[src/rtl/seq_mult_pkg.sv]
// Shared definitions for the radix-4 sequential multiplier: FSM state
// encoding, digit width and the digit-counter width helper.
package seq_mult_pkg;

    // Bits of the multiplier retired per clock (one radix-4 digit).
    localparam int DIGIT_BITS = 2;

    typedef enum logic [1:0] {
        ST_IDLE = 2'd0,
        ST_CALC = 2'd1,
        ST_DONE = 2'd2
    } state_e;

    // Digit counter width: clog2(size/2), never narrower than one bit.
    function automatic int cnt_width(input int size);
        int w;
        w = $clog2(size / 2);
        return (w < 1) ? 1 : w;
    endfunction

endpackage

[src/rtl/seq_mult_radix4_if.sv]
// Start/Done handshake and operand/result bus of the sequential multiplier.
// The signed-mode select only exists when SEQ_MULT_SIGNED_EN is defined.
interface seq_mult_radix4_if #(
    parameter int SIZE = 16
);
    logic                  start;
    logic [SIZE-1:0]       a;
    logic [SIZE-1:0]       b;
`ifdef SEQ_MULT_SIGNED_EN
    logic                  signed_mode;
`endif
    logic [2*SIZE-1:0]     result;
    logic                  busy;
    logic                  done;

`ifdef SEQ_MULT_SIGNED_EN
    modport master (output start, a, b, signed_mode, input result, busy, done);
    modport slave  (input start, a, b, signed_mode, output result, busy, done);
`else
    modport master (output start, a, b, input result, busy, done);
    modport slave  (input start, a, b, output result, busy, done);
`endif
endinterface

[src/rtl/seq_mult_radix4_digit_sel.sv]
// Radix-4 digit multiple selector: returns 0, A, 2A or 3A for a 2-bit digit.
// The output is two bits wider than A so that 3A never overflows.
module radix4_digit_sel #(
    parameter int SIZE = 16
) (
    input  logic [SIZE-1:0] a_i,
    input  logic [1:0]      digit_i,
    output logic [SIZE+1:0] mult_o
);
    logic [SIZE+1:0] a1_s;
    logic [SIZE+1:0] a2_s;

    assign a1_s = {2'b00, a_i};
    assign a2_s = {1'b0, a_i, 1'b0};

    // Pick the multiple of A selected by the current digit.
    always_comb begin
        mult_o = '0;
        case (digit_i)
            2'd0:    mult_o = '0;
            2'd1:    mult_o = a1_s;
            2'd2:    mult_o = a2_s;
            2'd3:    mult_o = a1_s + a2_s;
            default: mult_o = '0;
        endcase
    end
endmodule

[src/rtl/seq_mult_radix4.sv]
// Iterative SIZE x SIZE -> 2*SIZE multiplier retiring one radix-4 digit of B
// per clock through a single shared SIZE+2-bit adder.
// Optional build macro SEQ_MULT_SIGNED_EN adds a two's-complement mode
// (magnitude multiply, sign applied to the final product).
module seq_mult_radix4
    import seq_mult_pkg::*;
#(
    parameter int SIZE = 16
) (
    input  logic              clk_i,
    input  logic              rst_i,
    seq_mult_radix4_if.slave  bus
);
    localparam int                CNT_W    = cnt_width(SIZE);
    localparam logic [CNT_W-1:0]  CNT_LOAD = CNT_W'(SIZE / 2 - 1);

    if (((SIZE % 2) != 0) || (SIZE < 4)) begin : g_bad_size
        $error("seq_mult_radix4: SIZE must be even and >= 4");
    end

    state_e              state_q, state_d;
    logic [SIZE-1:0]     a_q, a_d;
    logic [SIZE-1:0]     b_q, b_d;
    logic [2*SIZE-1:0]   acc_q, acc_d;
    logic [2*SIZE-1:0]   result_q, result_d;
    logic [CNT_W-1:0]    cnt_q, cnt_d;
    logic                busy_q, busy_d;
    logic                done_q, done_d;

    logic                accept_s;
    logic [SIZE-1:0]     a_load_s;
    logic [SIZE-1:0]     b_load_s;
    logic [SIZE+1:0]     mult_s;
    logic [SIZE+1:0]     sum_s;
    logic [2*SIZE-1:0]   acc_step_s;
    logic [2*SIZE-1:0]   final_s;

    // A new operation is taken whenever no calculation is in flight.
    assign accept_s = bus.start && (state_q != ST_CALC);

    radix4_digit_sel #(.SIZE(SIZE)) u_digit_sel (
        .a_i     (a_q),
        .digit_i (b_q[DIGIT_BITS-1:0]),
        .mult_o  (mult_s)
    );

    // The upper half stays below 2^SIZE, so hi + 3A always fits in SIZE+2 bits.
    assign sum_s      = {2'b00, acc_q[2*SIZE-1:SIZE]} + mult_s;
    assign acc_step_s = {sum_s, acc_q[SIZE-1:DIGIT_BITS]};

`ifdef SEQ_MULT_SIGNED_EN
    logic sign_q;
    logic sign_load_s;

    // Convert signed operands to magnitudes; -2^(SIZE-1) maps to itself as unsigned.
    always_comb begin
        if (bus.signed_mode) begin
            a_load_s    = bus.a[SIZE-1] ? -bus.a : bus.a;
            b_load_s    = bus.b[SIZE-1] ? -bus.b : bus.b;
            sign_load_s = bus.a[SIZE-1] ^ bus.b[SIZE-1];
        end else begin
            a_load_s    = bus.a;
            b_load_s    = bus.b;
            sign_load_s = 1'b0;
        end
    end

    // Product sign register, captured with the operands.
    always_ff @(posedge clk_i) begin
        if (rst_i) begin
            sign_q <= 1'b0;
        end else if (accept_s) begin
            sign_q <= sign_load_s;
        end else begin
            sign_q <= sign_q;
        end
    end

    assign final_s = sign_q ? -acc_step_s : acc_step_s;
`else
    assign a_load_s = bus.a;
    assign b_load_s = bus.b;
    assign final_s  = acc_step_s;
`endif

    // State and datapath registers; reset discards any in-flight operation.
    always_ff @(posedge clk_i) begin
        if (rst_i) begin
            state_q  <= ST_IDLE;
            a_q      <= '0;
            b_q      <= '0;
            acc_q    <= '0;
            result_q <= '0;
            cnt_q    <= '0;
            busy_q   <= 1'b0;
            done_q   <= 1'b0;
        end else begin
            state_q  <= state_d;
            a_q      <= a_d;
            b_q      <= b_d;
            acc_q    <= acc_d;
            result_q <= result_d;
            cnt_q    <= cnt_d;
            busy_q   <= busy_d;
            done_q   <= done_d;
        end
    end

    // Next-state and datapath control: accept, iterate one digit, complete.
    always_comb begin
        state_d  = state_q;
        a_d      = a_q;
        b_d      = b_q;
        acc_d    = acc_q;
        result_d = result_q;
        cnt_d    = cnt_q;
        busy_d   = busy_q;
        done_d   = 1'b0;
        case (state_q)
            ST_IDLE, ST_DONE: begin
                if (accept_s) begin
                    state_d = ST_CALC;
                    a_d     = a_load_s;
                    b_d     = b_load_s;
                    acc_d   = '0;
                    cnt_d   = CNT_LOAD;
                    busy_d  = 1'b1;
                end else begin
                    state_d = ST_IDLE;
                    busy_d  = 1'b0;
                end
            end
            ST_CALC: begin
                acc_d = acc_step_s;
                b_d   = b_q >> DIGIT_BITS;
                if (cnt_q == '0) begin
                    result_d = final_s;
                    state_d  = ST_DONE;
                    busy_d   = 1'b0;
                    done_d   = 1'b1;
                end else begin
                    cnt_d = cnt_q - CNT_W'(1);
                end
            end
            default: begin
                state_d = ST_IDLE;
                busy_d  = 1'b0;
            end
        endcase
    end

    assign bus.result = result_q;
    assign bus.busy   = busy_q;
    assign bus.done   = done_q;

endmodule
[src/flat_wrapper.sv]
// flat-port wrapper written by rule: the top's interface ports become plain ports
module seq_mult_radix4_flat import seq_mult_pkg::*;
#(
    parameter int SIZE = 16
)
  (clk_i, rst_i, bus_start, bus_a, bus_b, bus_result, bus_busy, bus_done);
  seq_mult_radix4_if #(.SIZE(SIZE)) bus_i ();
  input  logic clk_i;
  input  logic rst_i;
  input wire logic [$bits(bus_i.start)-1:0] bus_start;
  input wire logic [$bits(bus_i.a)-1:0] bus_a;
  input wire logic [$bits(bus_i.b)-1:0] bus_b;
  output wire logic [$bits(bus_i.result)-1:0] bus_result;
  output wire logic [$bits(bus_i.busy)-1:0] bus_busy;
  output wire logic [$bits(bus_i.done)-1:0] bus_done;
  assign bus_i.start = bus_start;
  assign bus_i.a = bus_a;
  assign bus_i.b = bus_b;
  assign bus_result = bus_i.result;
  assign bus_busy = bus_i.busy;
  assign bus_done = bus_i.done;
  seq_mult_radix4 #(.SIZE(SIZE)) u_core (.clk_i(clk_i), .rst_i(rst_i), .bus(bus_i));
endmodule
[config.mk]
export PLATFORM = sky130hd
export DESIGN_NAME = seq_mult_radix4_flat
export DESIGN_NICKNAME = d
export VERILOG_FILES = /design/src/rtl/seq_mult_pkg.sv /design/src/rtl/seq_mult_radix4_if.sv /design/src/rtl/seq_mult_radix4_digit_sel.sv /design/src/rtl/seq_mult_radix4.sv /design/src/flat_wrapper.sv
export SDC_FILE = /design/constraint.sdc
export NUM_CORES = 1
export LEC_CHECK = 0
export ABC_AREA = 1
export CORE_MARGIN = 3
export CORE_UTILIZATION = 23
export CTS_CLUSTER_SIZE = 12
export DETAILED_ROUTE_END_ITERATION = 8
export PLACE_DENSITY = 0.42
export SLEW_MARGIN = 20
export SYNTH_ARGS = -nofsm -noshare
export SYNTH_HDL_FRONTEND = slang
export SYNTH_SLANG_ARGS = --single-unit
[constraint.sdc]
create_clock -name clk_i -period 3.6 [get_ports clk_i]
set_clock_uncertainty 0.05 [all_clocks]
set_input_delay 0.54 -clock clk_i [delete_from_list [all_inputs] [get_ports clk_i]]
set_output_delay 0.54 -clock clk_i [all_outputs]
set_load 0.01 [all_outputs]
Yosys cells after proc, flatten, opt, wreduce, memory -nomap -nowiden:

Index checks and enable logic that the tools add are counted.

* flip-flop bits (word level): 103
* output and inout bits: 34
* word-level logic and storage cells: 47

* $add $sub $neg: 3
* eq/ne operators: 9
* muxes and demuxes: 15
* bitwise logic cells: 1
* reduce and logical (&&, ||, !) cells: 11

Operators with widths (number)
* $pmux 18 s4: 1
* $pmux 32 s2: 1
* $mux 32: 1
* $pmux 16 s2: 1
* $add 16x17->18: 1
* $add 16x18->18: 1
* $mux 16: 1
* $eq 2x2->1 const B: 3
* $mux 3: 2
* $ne 2x1->1 const B: 3
* $pmux 3 s2: 1
* $reduce_and 2->1: 3
* $eq 2x1->1 const B: 2
* $logic_not 2->1: 2
* $mux 1: 4
* $pmux 2 s2: 1
* $reduce_or 2->1: 2
* $logic_not 3->1: 1
* $reduce_and 3->1: 1
* $sub 3x1->3 const B: 1
* $mux 2: 1
* $ne 2x2->1 const B: 1
* $pmux 1 s2: 1
* $reduce_bool 2->1: 1
* other kinds (2): 2

Logic depth before layout (Yosys ltp):

* word-level depth: 4
* depth in mapped cells: 27
* gate-level depth less buffers: 27

Modules after synthesis:

A second synthesis with hierarchy kept.

* cell total of the unflattened synthesis: 894
* area, all modules: 5925.7 um2

By module, submodules not included
* seq_mult_radix4: times used 1, cells each 635, area each 4624.4 um2, sequential area each 2021.9 um2
* radix4_digit_sel: times used 1, cells each 259, area each 1301.2 um2, sequential area each 0.0 um2

Worst setup path before layout:

No wires, ideal clock.

* kind: register -> register
* start point: reg u_core.a_q[0]
* end point: reg u_core.result_q[31] (netlist: u_core.bus.result[31])
* setup time: 109 ps
* arrival: 3071 ps
* slack: 370 ps
* cell stages (with the launch flop): 25
* period minus slack after synthesis: 3230 ps
* path through: dfxtp_1 > ha_1 > inv_1 > fa_1 > inv_1 > nand3_1 > nand2_1 > nand2_1 > nand2_1 > a21boi_1 > or2_2 > nand3_1 > o221ai_1 > ha_1 > nand2_1 > nor4_1 > nand2_1 > nand2_1 > nand2_2 > nand2_2 > nand3_1 > nand2_1 > nand2_1 > nand2_1 > inv_1

* longest elaborated chain between the ends: 3

RTL lines
* from (decl): line seq_mult_radix4.sv:22 `logic [SIZE-1:0] a_q, a_d;`
* from (signal assigned): line seq_mult_radix4.sv:90 `a_q <= '0;`
* from (signal assigned): line seq_mult_radix4.sv:99 `a_q <= a_d;`
* $add 16x17->18: line seq_mult_radix4_digit_sel.sv:23 `2'd3: mult_o = a1_s + a2_s;`
* $pmux 18 s4 *: line seq_mult_radix4_digit_sel.sv:19 `case (digit_i)`
* $add 16x18->18 *: line seq_mult_radix4.sv:48 `assign sum_s = {2'b00, acc_q[2*SIZE-1:SIZE]} + mult_s;`
* to (signal assigned): line seq_mult_radix4.sv:102 `result_q <= result_d;`
* to (decl): line seq_mult_radix4.sv:25 `logic [2*SIZE-1:0] result_q, result_d;`

Every way passes the cells marked *; elsewhere a longest branch is shown, timed or not.
A chain may end at the register's enable or synchronous reset.

Worst setup path after layout:

* start point: reg u_core.a_q[1]
* end point: reg u_core.result_q[31] (netlist: u_core.bus.result[31])

Same word-level chain as after synthesis.

==> flow_metrics.tcl <==
set metrics [dict create \
    gp_congestion 0.846 \
    cp_max_fo 4 \
    die_y_um 162 \
    cts.clk_slew.worst_paths_ps 90 \
    worstPathCellList "ha_4 > inv_1 > fa_2 > inv_2 > nand3_1 > nand2_2 > nand2_1 > nand2_2 > a21boi_2 > or2_2 > nand3_1 > o221ai_1 > ha_1 > nand2_2 > nor4_4 > nand2_1 > nand2_2 > nand2_2 > nand2_2 > nand3_2 > nand2_1 > nand2_1 > nand2_1 > inv_1" \
    grt.overflow.total 0 \
    area_growth_pct 25.4 \
    power_density_nw_per_um2 411 \
    grt_max_degree 62 \
    cts_tree "yes" \
    dr_total_vias 5079 \
    worst_slew_pin_slew_ps 714 \
    cap_violations 0 \
    cp_slowest_cell "ha_1" \
    dpl.hpwl_mm 11.4 \
    utilization_pct 29.5 \
    dieArea_um2 26100 \
    cts.sinks 101 \
    synth_top_area_share_pct 36.3 \
    yosys_warnings 0 \
    hold_path.class "reg -> reg" \
    design_area_um2 6980 \
    viasPerCell 4.32 \
    ff2ff_setup_slack_ps 270 \
    worstHoldStart "u_core.acc_q[8]" \
    ys_ff_latch 101 \
    finalMaxSlewViolations 0 \
    place_area_um2 6590 \
    setup_viol 0 \
    drtIter0Drc 222 \
    cpMostUsedCell "nand2_2" \
    num_io_pins 69 \
    synthTopCellsByArea "dfxtp_1 (36%), nand2_1 (15%), ha_1 (7.6%)" \
    portBuffers 68 \
    postSynthCellCount 790 \
    slew_headroom_pct 52.3 \
    reg2reg_to "u_core.bus.result[31]" \
    rsz0062_at_grt "no" \
    grt_pass1_wl_mm 25.7 \
    track_usage_pct 12.2 \
    r2r_cells 24 \
    wl_per_cell_um 13.3 \
    firstDrtPassIters 4 \
    numCtsBuffers 9 \
    clk_path_buf_depth 2 \
    post-place-ws_ps 78.9 \
    grt_pass1_vias 5076 \
    synth_cell_types 47 \
    hold_viol_final 0 \
    core_um2 23600 \
    cts-root-buf "clkbuf_16" \
    timing.fmax_mhz 300 \
    worst_ep_arrival_time_ps 3540 \
    fin_tns_setup_ps 0 \
    cp-end-kind "register" \
    worst-endpoint-required_ps 3810 \
    drcViolationCount 0 \
    cts_max_level 3 \
    clk_latency_ps 360 \
    wl_mm 15.6 \
    seq_area_frac_synth_pct 36.3 \
    hold_end "u_core.bus.result[6]" \
    ant_nets 0 \
    hold_path_depth 2 \
    initial_core_util_pct 23.6 \
    antenna_found_initial 0 \
    syn_area_per_cell_um2 7.04 \
    r2r_start "u_core.a_q[1]" \
    rows 56 \
    layout_setup_ws_ps 268 \
    diodes 0 \
    max_stage_delay_ps 380 \
    drive_above_1_share_pct 9.45 \
    final.min_clock_period_ps 3330 \
    dieWidth_um 162 \
    critPathKind "reg -> reg" \
    post-route-period-util_pct 92.5 \
    holdWs_ps 417 \
    synth_nets 861 \
    critPathLaunchType "register" \
    status "finished clean" \
    leakagePower_uw 0.00308 \
    nets 923 \
    ir_drop_mv 0.232 \
    netlist_area_um2 5560 \
    yosysTopAreaCell "dfxtp_1" \
]
[layout make-up]
class                      instances  area (um2)
fill                            2605       16600
timing repair buffer              82         781
tap                              319         399
multi-input combinational        571        3120
clock inverter                     7        96.3
inverter                          87         327
clock buffer                       9         225
sequential                       101        2030
[registers in the layout, indices dropped and copies added (netlist names)]
| name | cells |
|---|---|
| u_core.b_q | 16 |
| u_core.acc_q | 30 |
| u_core.bus.busy | 1 |
| u_core.bus.done | 1 |
| u_core.bus.result | 32 |
| u_core.state_q | 2 |
| u_core.a_q | 16 |
| u_core.cnt_q | 3 |
[routing by layer]
metal  wire (um)  global-route usage [%]  share of wire [%]  vias up
met4         157                    2.54                1.0        0
met5           0                       0                  0        -
met3         606                    3.28                3.9       12
met2        7340                    20.7                 47       71
li1            -                       -                  -     2719
met1        7550                    15.5                 48     2277
[critical path, delay by kind of cell (launching register included)]
| kind | cells | cell delay (ps) |
|---|---|---|
| buffers and inverters | 3 | 150 |
| adder cells (fa/ha/maj) | 3 | 840 |
| flip-flops | 1 | 360 |
| AO/OA/AOI/OAI | 2 | 190 |
| AND/OR/NAND/NOR | 16 | 1610 |
[cells in the final DEF, fill, tap and decap left out, drive strengths merged, types with 17 or more instances in the layout]
cell type / instances
a31oi: 17
nor2: 54
o21ai: 41
nand3: 42
clkdlybuf4s50: 67
inv: 91
nand2: 239
a21oi: 76
ha: 34
dfxtp: 101
[worst max-delay path by stage]
stage,startpoint,to,slack [ps],depth (start not counted)
floorplan,u_core.a_q[0],u_core.bus.result[31],370,24
finish,u_core.a_q[1],u_core.bus.result[31],270,24
detailed placement,u_core.a_q[1],u_core.bus.result[31],80,24
global placement,u_core.a_q[1],u_core.bus.result[31],100,24
global route,u_core.a_q[0],u_core.bus.result[31],8,24
CTS,u_core.a_q[1],u_core.bus.result[31],50,24
[where the power goes]
group / switching [uW] / internal, uW / leakage (uW)
clock: 536 / 510 / 0.000156
combinational: 361 / 226 / 0.00210
sequential: 46.9 / 1190 / 0.000824
total: 944 / 1920 / 0.00308
[Yosys cell counts (all sizes together)]
cell         instances
nor4                 2
a211o                1
a221oi               2
nand3               42
inv                 87
a31o                 2
dlygate4sd1          1
nand2              239
o22ai                2
nor2                54
a21boi               2
or2                 10
o31a                 1
a21oi               76
ha                  34
and2                 1
o211ai               7
fa                   2
nor3                 2
a31oi               17
o221ai               9
buf                  7
nand3b               3
xor2                 8
nand4                2
clkbuf              23
dfxtp              101
xnor2                2
o21bai               4
o21ai               41
a21o                 6
[what timing repair did]
action	in CTS	in global routing
setup buffers	0	2
resized for setup	0	16
setup endpoints to repair	0	12
hold buffers	0	0
[stage by stage]
| step | power [uW] | cells |
|---|---|---|
| after global routing | 3040 | 1176 |
| after detailed placement | 1850 | 1158 |
| after floorplan | 1640 | 790 |
| final | 2870 | 1176 |
| after CTS | 2920 | 1174 |
| after global placement | 1860 | 1158 |
[cells by family (layout without fill, tap and decap cells)]
| kind of cell | count (synthesis) | after routing | synth area share [%] |
|---|---|---|---|
| adders and majority gates | 36 | 36 | 8.37 |
| xor gates and xnor gates | 10 | 10 | 1.57 |
| AOI/OAI and AO/OA | 170 | 170 | 18.1 |
| DFF | 101 | 101 | 36.3 |
| buffers and inverters | 118 | 185 | 8.46 |
| and+or+nand+nor | 355 | 355 | 27.2 |
No activity file was read; power rests on OpenSTA's default activity.
